<file path="src/rtl/mem_port_arbiter_pkg.sv">
// Shared types and constants for the memory port arbiter: owner IDs tagging
// in-flight reads, bus widths and the grant selector.
package mem_arb_pkg;

  localparam int ADDR_W = 15;
  localparam int DATA_W = 16;

  typedef logic [1:0] owner_id_t;

  localparam owner_id_t ID_NONE  = 2'd0;
  localparam owner_id_t ID_FETCH = 2'd1;
  localparam owner_id_t ID_LOAD  = 2'd2;

  typedef enum logic [1:0] {
    SEL_NONE,
    SEL_STORE,
    SEL_LOAD,
    SEL_FETCH
  } grant_sel_e;

  function automatic owner_id_t sel_to_id(input grant_sel_e sel);
    case (sel)
      SEL_FETCH: return ID_FETCH;
      SEL_LOAD:  return ID_LOAD;
      default:   return ID_NONE;
    endcase
  endfunction

endpackage

</file>
<file path="src/rtl/mem_port_arbiter_if.sv">
// Requester and memory-side signals of the arbiter. The arbiter uses the slave
// view; the pipeline/memory environment uses the master view.
interface mem_port_arbiter_if;
  import mem_arb_pkg::*;

  logic              f_req;
  logic [ADDR_W-1:0] f_addr;
  logic              f_gnt;
  logic              f_rvalid;
  logic [DATA_W-1:0] f_rdata;

  logic              l_req;
  logic [ADDR_W-1:0] l_addr;
  logic              l_gnt;
  logic              l_rvalid;
  logic [DATA_W-1:0] l_rdata;

  logic              s_req;
  logic [ADDR_W-1:0] s_addr;
  logic [DATA_W-1:0] s_data;
  logic              s_gnt;

  logic [ADDR_W-1:0] mem_addr;
  logic              mem_wen;
  logic [DATA_W-1:0] mem_wdata;
  logic [DATA_W-1:0] mem_rdata;

  logic              starved;

  modport slave (
    input  f_req, f_addr, l_req, l_addr, s_req, s_addr, s_data, mem_rdata,
    output f_gnt, f_rvalid, f_rdata, l_gnt, l_rvalid, l_rdata, s_gnt,
           mem_addr, mem_wen, mem_wdata, starved
  );

  modport master (
    output f_req, f_addr, l_req, l_addr, s_req, s_addr, s_data, mem_rdata,
    input  f_gnt, f_rvalid, f_rdata, l_gnt, l_rvalid, l_rdata, s_gnt,
           mem_addr, mem_wen, mem_wdata, starved
  );

endinterface

</file>
<file path="src/rtl/mem_port_arbiter_rsp_tag_pipe.sv">
// Fixed-depth shift register of read owner IDs; the last stage names the
// requester that owns the memory read data arriving this cycle.
module rsp_tag_pipe
  import mem_arb_pkg::*;
#(
  parameter int DEPTH = 2
) (
  input  logic      clk,
  input  logic      i_clr,
  input  owner_id_t i_id,
  output owner_id_t o_id
);

  owner_id_t r_stage [DEPTH];

  always_ff @(posedge clk) begin
    if (i_clr) begin
      for (int i = 0; i < DEPTH; i++) r_stage[i] <= ID_NONE;
    end else begin
      r_stage[0] <= i_id;
      for (int i = 1; i < DEPTH; i++) r_stage[i] <= r_stage[i-1];
    end
  end

  assign o_id = r_stage[DEPTH-1];

endmodule

</file>
<file path="src/rtl/mem_port_arbiter.sv">
// Single-port memory arbiter for fetch, load and store with an age counter
// that promotes fetch after STARVE_MAX consecutive denied cycles.
module mem_port_arbiter
  import mem_arb_pkg::*;
#(
  parameter int READ_LATENCY = 2,
  parameter int STARVE_MAX   = 3
) (
  input  logic           clk,
  input  logic           rst,
  mem_port_arbiter_if.slave bus
);

  logic [3:0] r_age;
  logic       w_starved;
  grant_sel_e w_sel;
  owner_id_t  w_rsp_id;

  assign w_starved = (r_age == 4'(STARVE_MAX));

  // A starved fetch jumps ahead; otherwise store > load > fetch.
  always_comb begin
    w_sel = SEL_NONE;
    if (!rst) begin
      if (w_starved && bus.f_req) w_sel = SEL_FETCH;
      else if (bus.s_req)         w_sel = SEL_STORE;
      else if (bus.l_req)         w_sel = SEL_LOAD;
      else if (bus.f_req)         w_sel = SEL_FETCH;
    end
  end

  always_comb begin
    bus.f_gnt     = 1'b0;
    bus.l_gnt     = 1'b0;
    bus.s_gnt     = 1'b0;
    bus.mem_addr  = '0;
    bus.mem_wen   = 1'b0;
    bus.mem_wdata = '0;
    case (w_sel)
      SEL_STORE: begin
        bus.s_gnt     = 1'b1;
        bus.mem_addr  = bus.s_addr;
        bus.mem_wen   = 1'b1;
        bus.mem_wdata = bus.s_data;
      end
      SEL_LOAD: begin
        bus.l_gnt    = 1'b1;
        bus.mem_addr = bus.l_addr;
      end
      SEL_FETCH: begin
        bus.f_gnt    = 1'b1;
        bus.mem_addr = bus.f_addr;
      end
      default: ;
    endcase
  end

  always_ff @(posedge clk) begin
    if (rst) begin
      r_age <= '0;
    end else if (!bus.f_req || (w_sel == SEL_FETCH)) begin
      r_age <= '0;
    end else if (!w_starved) begin
      r_age <= r_age + 4'd1;
    end
  end

  // Reset clears the pipe, so reads in flight across a reset never return.
  rsp_tag_pipe #(
    .DEPTH (READ_LATENCY)
  ) u_rsp_tag_pipe (
    .clk   (clk),
    .i_clr (rst),
    .i_id  (sel_to_id(w_sel)),
    .o_id  (w_rsp_id)
  );

  assign bus.f_rvalid = !rst && (w_rsp_id == ID_FETCH);
  assign bus.l_rvalid = !rst && (w_rsp_id == ID_LOAD);
  assign bus.f_rdata  = bus.f_rvalid ? bus.mem_rdata : '0;
  assign bus.l_rdata  = bus.l_rvalid ? bus.mem_rdata : '0;
  assign bus.starved  = !rst && w_starved;

endmodule

</file>
<file path="src/flat_wrapper.sv">
// flat-port wrapper written by rule: the top's interface ports become plain ports
module mem_port_arbiter_flat import mem_arb_pkg::*;
#(
  parameter int READ_LATENCY = 2,
  parameter int STARVE_MAX   = 3
)
  (clk, rst, bus_f_req, bus_f_addr, bus_l_req, bus_l_addr, bus_s_req, bus_s_addr, bus_s_data, bus_mem_rdata, bus_f_gnt, bus_f_rvalid, bus_f_rdata, bus_l_gnt, bus_l_rvalid, bus_l_rdata, bus_s_gnt, bus_mem_addr, bus_mem_wen, bus_mem_wdata, bus_starved);
  mem_port_arbiter_if bus_i ();
  input  logic clk;
  input  logic rst;
  input wire logic [$bits(bus_i.f_req)-1:0] bus_f_req;
  input wire logic [$bits(bus_i.f_addr)-1:0] bus_f_addr;
  input wire logic [$bits(bus_i.l_req)-1:0] bus_l_req;
  input wire logic [$bits(bus_i.l_addr)-1:0] bus_l_addr;
  input wire logic [$bits(bus_i.s_req)-1:0] bus_s_req;
  input wire logic [$bits(bus_i.s_addr)-1:0] bus_s_addr;
  input wire logic [$bits(bus_i.s_data)-1:0] bus_s_data;
  input wire logic [$bits(bus_i.mem_rdata)-1:0] bus_mem_rdata;
  output wire logic [$bits(bus_i.f_gnt)-1:0] bus_f_gnt;
  output wire logic [$bits(bus_i.f_rvalid)-1:0] bus_f_rvalid;
  output wire logic [$bits(bus_i.f_rdata)-1:0] bus_f_rdata;
  output wire logic [$bits(bus_i.l_gnt)-1:0] bus_l_gnt;
  output wire logic [$bits(bus_i.l_rvalid)-1:0] bus_l_rvalid;
  output wire logic [$bits(bus_i.l_rdata)-1:0] bus_l_rdata;
  output wire logic [$bits(bus_i.s_gnt)-1:0] bus_s_gnt;
  output wire logic [$bits(bus_i.mem_addr)-1:0] bus_mem_addr;
  output wire logic [$bits(bus_i.mem_wen)-1:0] bus_mem_wen;
  output wire logic [$bits(bus_i.mem_wdata)-1:0] bus_mem_wdata;
  output wire logic [$bits(bus_i.starved)-1:0] bus_starved;
  assign bus_i.f_req = bus_f_req;
  assign bus_i.f_addr = bus_f_addr;
  assign bus_i.l_req = bus_l_req;
  assign bus_i.l_addr = bus_l_addr;
  assign bus_i.s_req = bus_s_req;
  assign bus_i.s_addr = bus_s_addr;
  assign bus_i.s_data = bus_s_data;
  assign bus_i.mem_rdata = bus_mem_rdata;
  assign bus_f_gnt = bus_i.f_gnt;
  assign bus_f_rvalid = bus_i.f_rvalid;
  assign bus_f_rdata = bus_i.f_rdata;
  assign bus_l_gnt = bus_i.l_gnt;
  assign bus_l_rvalid = bus_i.l_rvalid;
  assign bus_l_rdata = bus_i.l_rdata;
  assign bus_s_gnt = bus_i.s_gnt;
  assign bus_mem_addr = bus_i.mem_addr;
  assign bus_mem_wen = bus_i.mem_wen;
  assign bus_mem_wdata = bus_i.mem_wdata;
  assign bus_starved = bus_i.starved;
  mem_port_arbiter #(.READ_LATENCY(READ_LATENCY), .STARVE_MAX(STARVE_MAX)) u_core (.clk(clk), .rst(rst), .bus(bus_i));
endmodule
</file>
<file path="config.mk">
export PLATFORM = sky130hd
export DESIGN_NAME = mem_port_arbiter_flat
export DESIGN_NICKNAME = d
export VERILOG_FILES = /design/src/rtl/mem_port_arbiter_pkg.sv /design/src/rtl/mem_port_arbiter_if.sv /design/src/rtl/mem_port_arbiter_rsp_tag_pipe.sv /design/src/rtl/mem_port_arbiter.sv /design/src/flat_wrapper.sv
export SDC_FILE = /design/constraint.sdc
export NUM_CORES = 1
export LEC_CHECK = 0
export BUFFER_PORTS_ARGS = -buffer_cell sky130_fd_sc_hd__buf_2
export CORE_ASPECT_RATIO = 0.9
export CORE_UTILIZATION = 35
export CTS_CLUSTER_SIZE = 30
export DETAILED_ROUTE_END_ITERATION = 6
export GPL_TIMING_DRIVEN = 0
export PLACE_DENSITY_LB_ADDON = 0.12
export SLEW_MARGIN = 15
export SYNTH_ARGS = -nofsm -noshare
export SYNTH_HDL_FRONTEND = slang
export SYNTH_SLANG_ARGS = --single-unit
</file>
<file path="constraint.sdc">
create_clock -name clk -period 2.1 [get_ports clk]
set_input_delay 0.21 -clock clk [delete_from_list [all_inputs] [get_ports clk]]
set_output_delay 0.21 -clock clk [all_outputs]
set_load 0.01 [all_outputs]
</file>
# Word level (Yosys, flattened, before mapping)
# Memory sizes are Yosys's and may differ from the RTL's.
# Index checks and enable logic that the tools add are counted.
# W data, S select, Z words.
word_totals:
  out_inout_bits: 70
  inputBits: 82
  n_memories: 1
  elab_cells: 37
  regBits: 4
  mem_bits_rw: 4
memory_table:
  columns: ["name", "depth", "width", "read_ports", "rd_clocked_by_memory_dff", "wr", "line_no", "source"]
  rows:
  - ["u_core.u_rsp_tag_pipe.r_stage", 2, 2, 2, 0, 2, "mem_port_arbiter_rsp_tag_pipe.sv:14", "owner_id_t r_stage [DEPTH];"]
classes:
  addsub: 1
  eq_ne: 6
  n_bitwise: 2
  n_reduce_logical: 8
  n_mux: 18
op_table:
  columns: ["op", "count"]
  rows:
  - ["$mux W16", 3]
  - ["$pmux W15 S3", 1]
  - ["$mux W2", 7]
  - ["$eq A2 B2 Y1 const B", 3]
  - ["$mux W1", 6]
  - ["$add A4 B1 Y4 const B", 1]
  - ["$eq A2 B1 Y1 const B", 2]
  - ["$eq A4 B2 Y1 const B", 1]
  - ["$logic_and A1 B1 Y1", 4]
  - ["$pmux W2 S2", 1]
  - ["$logic_not A1 Y1", 2]
  - ["$or A1 B1 Y1", 2]
  - ["$reduce_or A2 Y1", 1]
  - ["$logic_or A1 B1 Y1", 1]

# Logic depth before layout (Yosys ltp)
# Gate-level depths: netlist of the first run.
depth:
  ltp_word: 8
  mapped_depth: 6
  depth_no_buf: 4

# Cells and area by module
# From an unflattened synthesis of the first run, not the netlist that was laid out.
unflattened:
  hier_cells: 197
  hier_area_um2: 1445.1
modules_own_cells:
  columns: ["module", "seq_area_each_um2", "cells_each", "area_each_um2", "instances"]
  rows:
  - ["mem_port_arbiter", 80.1, 187, 1325.0, 1]
  - ["rsp_tag_pipe", 80.1, 10, 120.1, 1]

# Worst setup path before layout of the first run
# No wires, ideal clock.
synth_path:
  path_type: "register to output"
  startpoint: "register u_core.r_age[0]"
  endpoint: "output port bus_mem_addr[11]"
  path_buffers: 2
  arrival_ns: 1.424
  t_required_ns: 1.890
  stages_incl_launch_ff: 7
  path_slack_ns: 0.466
  path_cell_list: "dfxtp_1 > ha_1 > or3b_1 > clkbuf_1 > buf_2 > nand4_1 > a31oi_1"
synth_via:
  elab_chain_cells: 6
  word_cells_on_any_way: 8
  cone_classes: "eq/ne: 4; mux: 3; reduce/logical: 1"
synth_rtl:
  columns: ["element", "line_no", "source"]
  rows:
  - ["start, declared", "mem_port_arbiter.sv:14", "logic [3:0] r_age;"]
  - ["start signal, assigned", "mem_port_arbiter.sv:64", "r_age <= r_age + 4'd1;"]
  - ["$eq A4 B2 Y1 (*)", "mem_port_arbiter.sv:19", "assign w_starved = (r_age == 4'(STARVE_MAX));"]
  - ["$logic_and A1 B1 Y1 (*)", "mem_port_arbiter.sv:25", "if (w_starved && bus.f_req) w_sel = SEL_FETCH;"]
  - ["$mux W2 (*)", "mem_port_arbiter.sv:25", null]
  - ["$mux W2 (*)", "mem_port_arbiter.sv:24", "if (!rst) begin"]
  - ["$eq A2 B2 Y1 or $eq A2 B1 Y1 (tied branches)", "mem_port_arbiter.sv:39", "case (w_sel)"]
  - ["$pmux W15 S3 (*)", "mem_port_arbiter.sv:39", null]
  - ["end, declared", "flat_wrapper.sv:26", "output wire logic [$bits(bus_i.mem_addr)-1:0] bus_mem_addr;"]
# Mark *: on every way between the ends. The rest lies on a longest branch, timed or not.

# Final worst setup path of the first run
layout_path:
  startpoint: "register u_core.r_age[0]"
  endpoint: "output port bus_mem_addr[2]"
# Same word-level chain as after synthesis.

==> results of run 1 <==
[cell type report]
class                           count  share of cell area
Buffer                             19              0.0440
Clock buffer                        3              0.0179
Inverter                            1             0.00163
Multi-Input combinational cell    165               0.507
Sequential cell                     8              0.0695
Tap cell                           46              0.0250
Timing Repair Buffer              153               0.335
[critical path, stage by stage, from the launching register on]
cell and delay, ns:
dfxtp_1 0.35, ha_2 0.22, nand4bb_1 0.13, buf_6 0.17, buf_4 0.19, mux2i_1 0.13
a31oi_1 0.20, buf_2 0.16
[state kept, by name, summed over array words and instances, names as in the netlist]
signal	cells
u_core.r_age	4
u_core.u_rsp_tag_pipe.r_stage	4
[routing by layer]
layer / track usage / vias to the layer above
met1: 0.269 / 878
li1: - / 1020
met5: 0 / -
met3: 0.0419 / 6
met2: 0.382 / 66
met4: 0.0383 / 0
[through the flow]
stage	power [uW]	util	hold WS (ns)	instances
final	629	0.605	0.392	395
after detailed placement	446	0.588	0.428	391
after CTS	634	0.599	0.388	393
after floorplan	301	-	0.387	194
after global placement	442	0.588	0.419	391
after global routing	674	0.605	0.405	395
[cell usage in the layout, fill, tap and decap left out, types with 2 or more instances in the layout]
cell,netlist,layout
a31oi_1,15,15
nor2b_1,20,20
buf_6,2,2
buf_2,4,154
and2_1,63,63
nor2_1,3,3
clkbuf_1,11,10
and4b_1,2,2
dfxtp_1,8,8
buf_4,2,5
mux2i_1,15,15
a32oi_1,15,15
nand4_1,15,15
nor3b_1,4,3
clkbuf_8,0,3
o21a_1,2,2
[Yosys cell counts]
cell	instances	area, sq um
mux2i_1	15	150
nor3b_4	1	18.8
nand2b_1	1	6.26
nand4bb_1	1	11.3
a21oi_1	1	5.00
and2_1	63	394
buf_6	2	22.5
nand3b_1	1	7.51
o21ai_0	1	5.00
ha_1	1	12.5
nor2_1	3	11.3
nor3b_1	4	30.0
nand4_1	15	93.8
a32oi_1	15	131
nor2b_1	20	125
nor3_1	1	5.00
buf_4	2	15.0
buf_2	4	20.0
or3b_1	1	8.76
dfxtp_1	8	160
a31oi_1	15	93.8
inv_1	1	3.75
and4b_1	2	20.0
nand3_1	1	5.00
clkbuf_1	11	41.3
xor2_1	1	8.76
o21a_1	2	15.0
buf_1	1	3.75
[kinds of logic after synthesis]
| family | Yosys count | synth area share |
|---|---|---|
| flops | 8 | 0.112 |
| fa+ha+maj | 1 | 0.00878 |
| compound gates | 34 | 0.176 |
| buf+inv | 21 | 0.0746 |
| xor+xnor | 1 | 0.00615 |
| simple gates | 114 | 0.517 |
| mux | 15 | 0.105 |
[power by group through the flow]
stage          logic (uW)  clock network (uW)  registers, uW
2_1_floorplan         141                   0            160
4_1_cts               287                 189            158
3_5_place_dp          285                   0            160
6_report              289                 182            158
5_1_grt               318                 198            158
3_3_place_gp          282                   0            160
[worst max-delay path by stage]
stage	start	slack, ns	end	cells after the start
floorplan	u_core.r_age[0]	0.47	bus_mem_addr[11]	6
global placement	u_core.r_age[0]	0.21	bus_mem_addr[4]	7
detailed placement	u_core.r_age[0]	0.20	bus_mem_addr[2]	7
CTS	u_core.r_age[0]	0.04	bus_mem_addr[2]	6
global route	u_core.u_rsp_tag_pipe.r_stage[0][3]	0.008	bus_l_rdata[9]	4
finish	u_core.r_age[0]	0.11	bus_mem_addr[2]	7
[what timing repair did]
item	in CTS	in global routing
buffers inserted	0	2
pin swaps	0	1
gates cloned	0	0
gates resized for setup	2	2
setup endpoints to repair	9	21
==> impl_metrics.ini, run 1 <==
[detailed_routing]
wl_met1_mm = 2.16
vias_per_cell = 4.99
antenna_left = 0
firstDrtPassIters = 4
via_count = 1970
wl_per_cell_microns = 12.5
finalWirelength_mm = 4.92
top_layer_used = met4
initialDrtViolationCount = 50
route.met3.wl_microns = 215
dr_wl_met2_mm = 2.49
drc = 0

[yosys]
netlist_area_sq_um = 1430
ys_seq_area_frac = 0.112
ys_types = 28
syn_inst = 194
synth_seq_cells = 8
syn_area_per_cell_sq_um = 7.35
syn-num-nets = 277
yosys_warnings = 0

[timing]
setup_ws_ns = 0.112
relSlewSlack = 0.570
fmax_mhz = 503
fin_skew_ns = 0.00312
fin_setup_tns_ns = 0
timing.final.crit_share = 0.947
rsz0062_at_grt = false
finalSetupViolations = 0
hold_viol_final = 0
worst_slew_pin_slew_ns = 0.643
fin_crit_ns = 1.99
drv_slew = 0

[pwr]
netSwitchingPower_uw = 204
powerDensity_nw_per_um2 = 273
combPwrFrac = 0.460
ir_worst_vdd_v = 0.000156
p_int_uw = 425
p_leak_uw = 0.00132
swShare = 0.324
pwr-share-clk = 0.289
p_seq_frac = 0.251

[placement]
port_buffers = 151
hpwl_mm = 3.99
post_dp_cell_area_sq_um = 2240
gp_congestion = 0.792
dpl_worst_slack_ns = 0.201

[critical_path]
r2r_cells = 5
crit_type = register to output port
crit_required_ns = 1.89
crit_fanout = 10
arrival_ns = 1.78
rr_endpoint = u_core.u_rsp_tag_pipe.r_stage[0][1]
r2r_start = u_core.r_age[0]
cp-end-kind = output port
setup.worst_path.start_class = register
regToRegSetupSlack_ns = 0.72

[die]
dieHeight_microns = 62.5
die-area_sq_um = 4330
rows = 21
start_util = 0.374
core_area_sq_um = 3810
ios = 152
fp.dieW_microns = 69.3

[global_route]
grt_pass1_vias = 1769
track_usage = 0.215
grt_antenna_before_repair = 0
grt_pass1_wl_mm = 7.94
grt_max_degree = 12
grt_overflow = 0

[layout]
fin_area_sq_um = 2300
layout.nets = 434
area_growth_pct = 61.6
fillers = 371
antenna-diode-count = 0
ff_latch_area_sq_um = 160
drive_above_1_share = 0.481
multi_input_area_sq_um = 1170

[clock_tree]
numCtsBuffers = 3
cts_buffer_depth = 2
root_buffer = clkbuf_8
clk_latency_ns = 0.23
tritoncts = done
cts_hold_buffers = 0
clock_sinks = 8
htreeDepth = 1
cts.reportedPaths.clkPinSlew_ns = 0.04

[hold_path]
min_path_cells = 3
hp-class = input port to register
hold_start = bus_f_req
whs_endpoint = u_core.u_rsp_tag_pipe.r_stage[0][0]

[run_status]
status = completed

[job]
cap_viol_max_count = 0
No activity file was read; power rests on OpenSTA's default activity.
==> run 2, diff against run 1 <==
CORE_UTILIZATION = 36   (was 35)
SYNTH_HIERARCHICAL = 1   (was not set)
TNS_END_PERCENT = 5   (was not set)
==> impl_metrics.ini, run 2 <==
[die]
die-area_sq_um = 4270
ios = 152
dieHeight_microns = 62.1
core_area_sq_um = 3780
rows = 21
start_util = 0.382
fp.dieW_microns = 68.8

[global_route]
grt_max_degree = 12
grt_overflow = 0
grt_antenna_before_repair = 0
grt_pass1_wl_mm = 7.47
grt_pass1_vias = 1730
track_usage = 0.222

[placement]
port_buffers = 151
gp_congestion = 0.796
place_inst = 394
hpwl_mm = 4.11

[pwr]
p_seq_frac = 0.253
powerDensity_nw_per_um2 = 268
totalPowerFinal_uw = 622
p_int_uw = 420
ir_worst_vdd_v = 0.000175
p_leak_uw = 0.00133
netSwitchingPower_uw = 202
pwr-share-clk = 0.292
swShare = 0.325
combPwrFrac = 0.454

[clock_tree]
cts_buffer_depth = 2
clock_sinks = 8
numCtsBuffers = 3
clk_latency_ns = 0.23
root_buffer = clkbuf_8
htreeDepth = 1
postCtsSetupBuffers = 0
tritoncts = done
cts.reportedPaths.clkPinSlew_ns = 0.04
cts_hold_buffers = 0

[timing]
fmax_mhz = 511
rsz0062_at_grt = false
fin_skew_ns = 0.00126
worst_slew_pin_slew_ns = 0.643
finalSetupViolations = 0
relSlewSlack = 0.570
hold_viol_final = 0
drv_slew = 0
fin_setup_tns_ns = 0
fin_crit_ns = 1.96
timing.final.crit_share = 0.932

[detailed_routing]
via_count = 2028
antenna_left = 0
vias_per_cell = 5.12
wl_per_cell_microns = 12.7
finalWirelength_mm = 5.05
drc = 0
firstDrtPassIters = 4
initialDrtViolationCount = 76

[yosys]
syn_inst = 197
synth_area_leaders = and2_1, dfxtp_1, mux2i_1, nor2b_1, a32oi_1
netlist_area_sq_um = 1450
synth_ff_type = dfxtp_1
ys_top_cells_by_count = and2_1, nor2b_1
synthDominantCellAreaShare = 0.273
syn-num-nets = 280
synth_seq_cells = 8
async_flop_share = 0
synth_edf_count = 0
yosys_warnings = 6
ys_types = 27
syn_area_per_cell_sq_um = 7.34
synth_most_common_cell = and2_1
ys_seq_area_frac = 0.111
yosys.area.top_type = and2_1

[run_status]
status = completed

[critical_path]
arrival_ns = 1.75
cp-end-kind = output port
crit_required_ns = 1.89
setup.worst_path.start_class = register
crit_type = register to output port
crit_fanout = 10

[layout]
final_common_cell = buf_2
ff_latch_area_sq_um = 160
antenna-diode-count = 0
layout.nets = 435
fillers = 368
layout_common_cells = buf_2, and2_1, nor2b_1
reg_top3 = u_core/r_age: 4 flops, u_core/u_rsp_tag_pipe/r_stage: 4 flops
multi_input_area_sq_um = 1180
area_growth_pct = 60.4
finalNonFillerCells = 396
drive_above_1_share = 0.483

[job]
cap_viol_max_count = 0

[hold_path]
hp-class = input port to register
-- run 2: changes by cell type after synthesis, sizes merged --
cell / previous run / this run
o21a: 2 / 1
clkbuf: 11 / 10
buf: 9 / 12
nor2: 3 / 4
mux2: 0 / 1
nand2: 0 / 1
a21oi: 1 / 0
nand3b: 1 / 0
nor2b: 20 / 22
nand2b: 1 / 0
-- run 2: cells by family (layout without fill, tap and decap cells) --
logic type	after synthesis	in the layout	share of synthesized area
buffers and inverters	23	176	0.0840
multiplexers	16	16	0.112
adder cells (fa/ha/maj)	1	1	0.00866
AO/OA/AOI/OAI	32	32	0.165
XOR/XNOR	1	1	0.00606
flip-flops	8	8	0.111
AND/OR/NAND/NOR	116	116	0.514
-- run 2: layout make-up --
type,instances,area share
clock buffer,3,0.0178
sequential,8,0.0691
buffer,21,0.0502
timing repair buffer,151,0.326
multi-input combinational,166,0.511
tap,46,0.0248
inverter,1,0.00162
-- run 2: path summary, 6_finish.rpt --
check                                      start                             endpoint  slack (ns)  cells after the start
min reg2reg  u_core/u_rsp_tag_pipe/r_stage[0][1]  u_core/u_rsp_tag_pipe/r_stage[0][3]        0.43                      1
min                                          rst  u_core/u_rsp_tag_pipe/r_stage[0][3]        0.30                      2
max          u_core/u_rsp_tag_pipe/r_stage[0][3]                      bus_f_rdata[13]        0.14                      5
max reg2reg                      u_core/r_age[0]  u_core/u_rsp_tag_pipe/r_stage[0][1]        0.64                      6
-- run 2: per-stage QoR --
step	setup slack [ns]	utilization	hold WS (ns)	cell area, sq um
finish	0.143	0.613	0.300	2320
global route	0.00761	0.613	0.330	2320
floorplan	0.465	-	0.282	1450
global placement	0.204	0.597	0.414	2260
CTS	0.0112	0.609	0.295	2300
detailed placement	0.197	0.597	0.425	2260
-- run 2: power groups by stage --
stage	Sequential, uW	Clock, uW	Combinational, uW
2_1_floorplan	159	0	138
3_3_place_gp	159	0	279
3_5_place_dp	159	0	281
4_1_cts	157	185	282
5_1_grt	158	186	311
6_report	158	182	283
-- run 2: critical path, stage by stage, from the launching register on --
cell	delay, ns
dfxtp_1	0.29
buf_4	0.12
nor3b_1	0.53
buf_2	0.29
and2_1	0.16
buf_2	0.13
-- run 2: metal layers --
layer	routed length (microns)	up-vias	GRT usage
met5	0	-	0
met4	33	0	0.0612
met3	340	4	0.0110
met2	2580	93	0.407
met1	2100	917	0.270
li1	-	1014	-
-- run 2: repair_timing --
| action | CTS | global route |
|---|---|---|
| resized for setup | 2 | 3 |
| pin swaps | 0 | 1 |
| setup endpoints to repair | 9 | 17 |
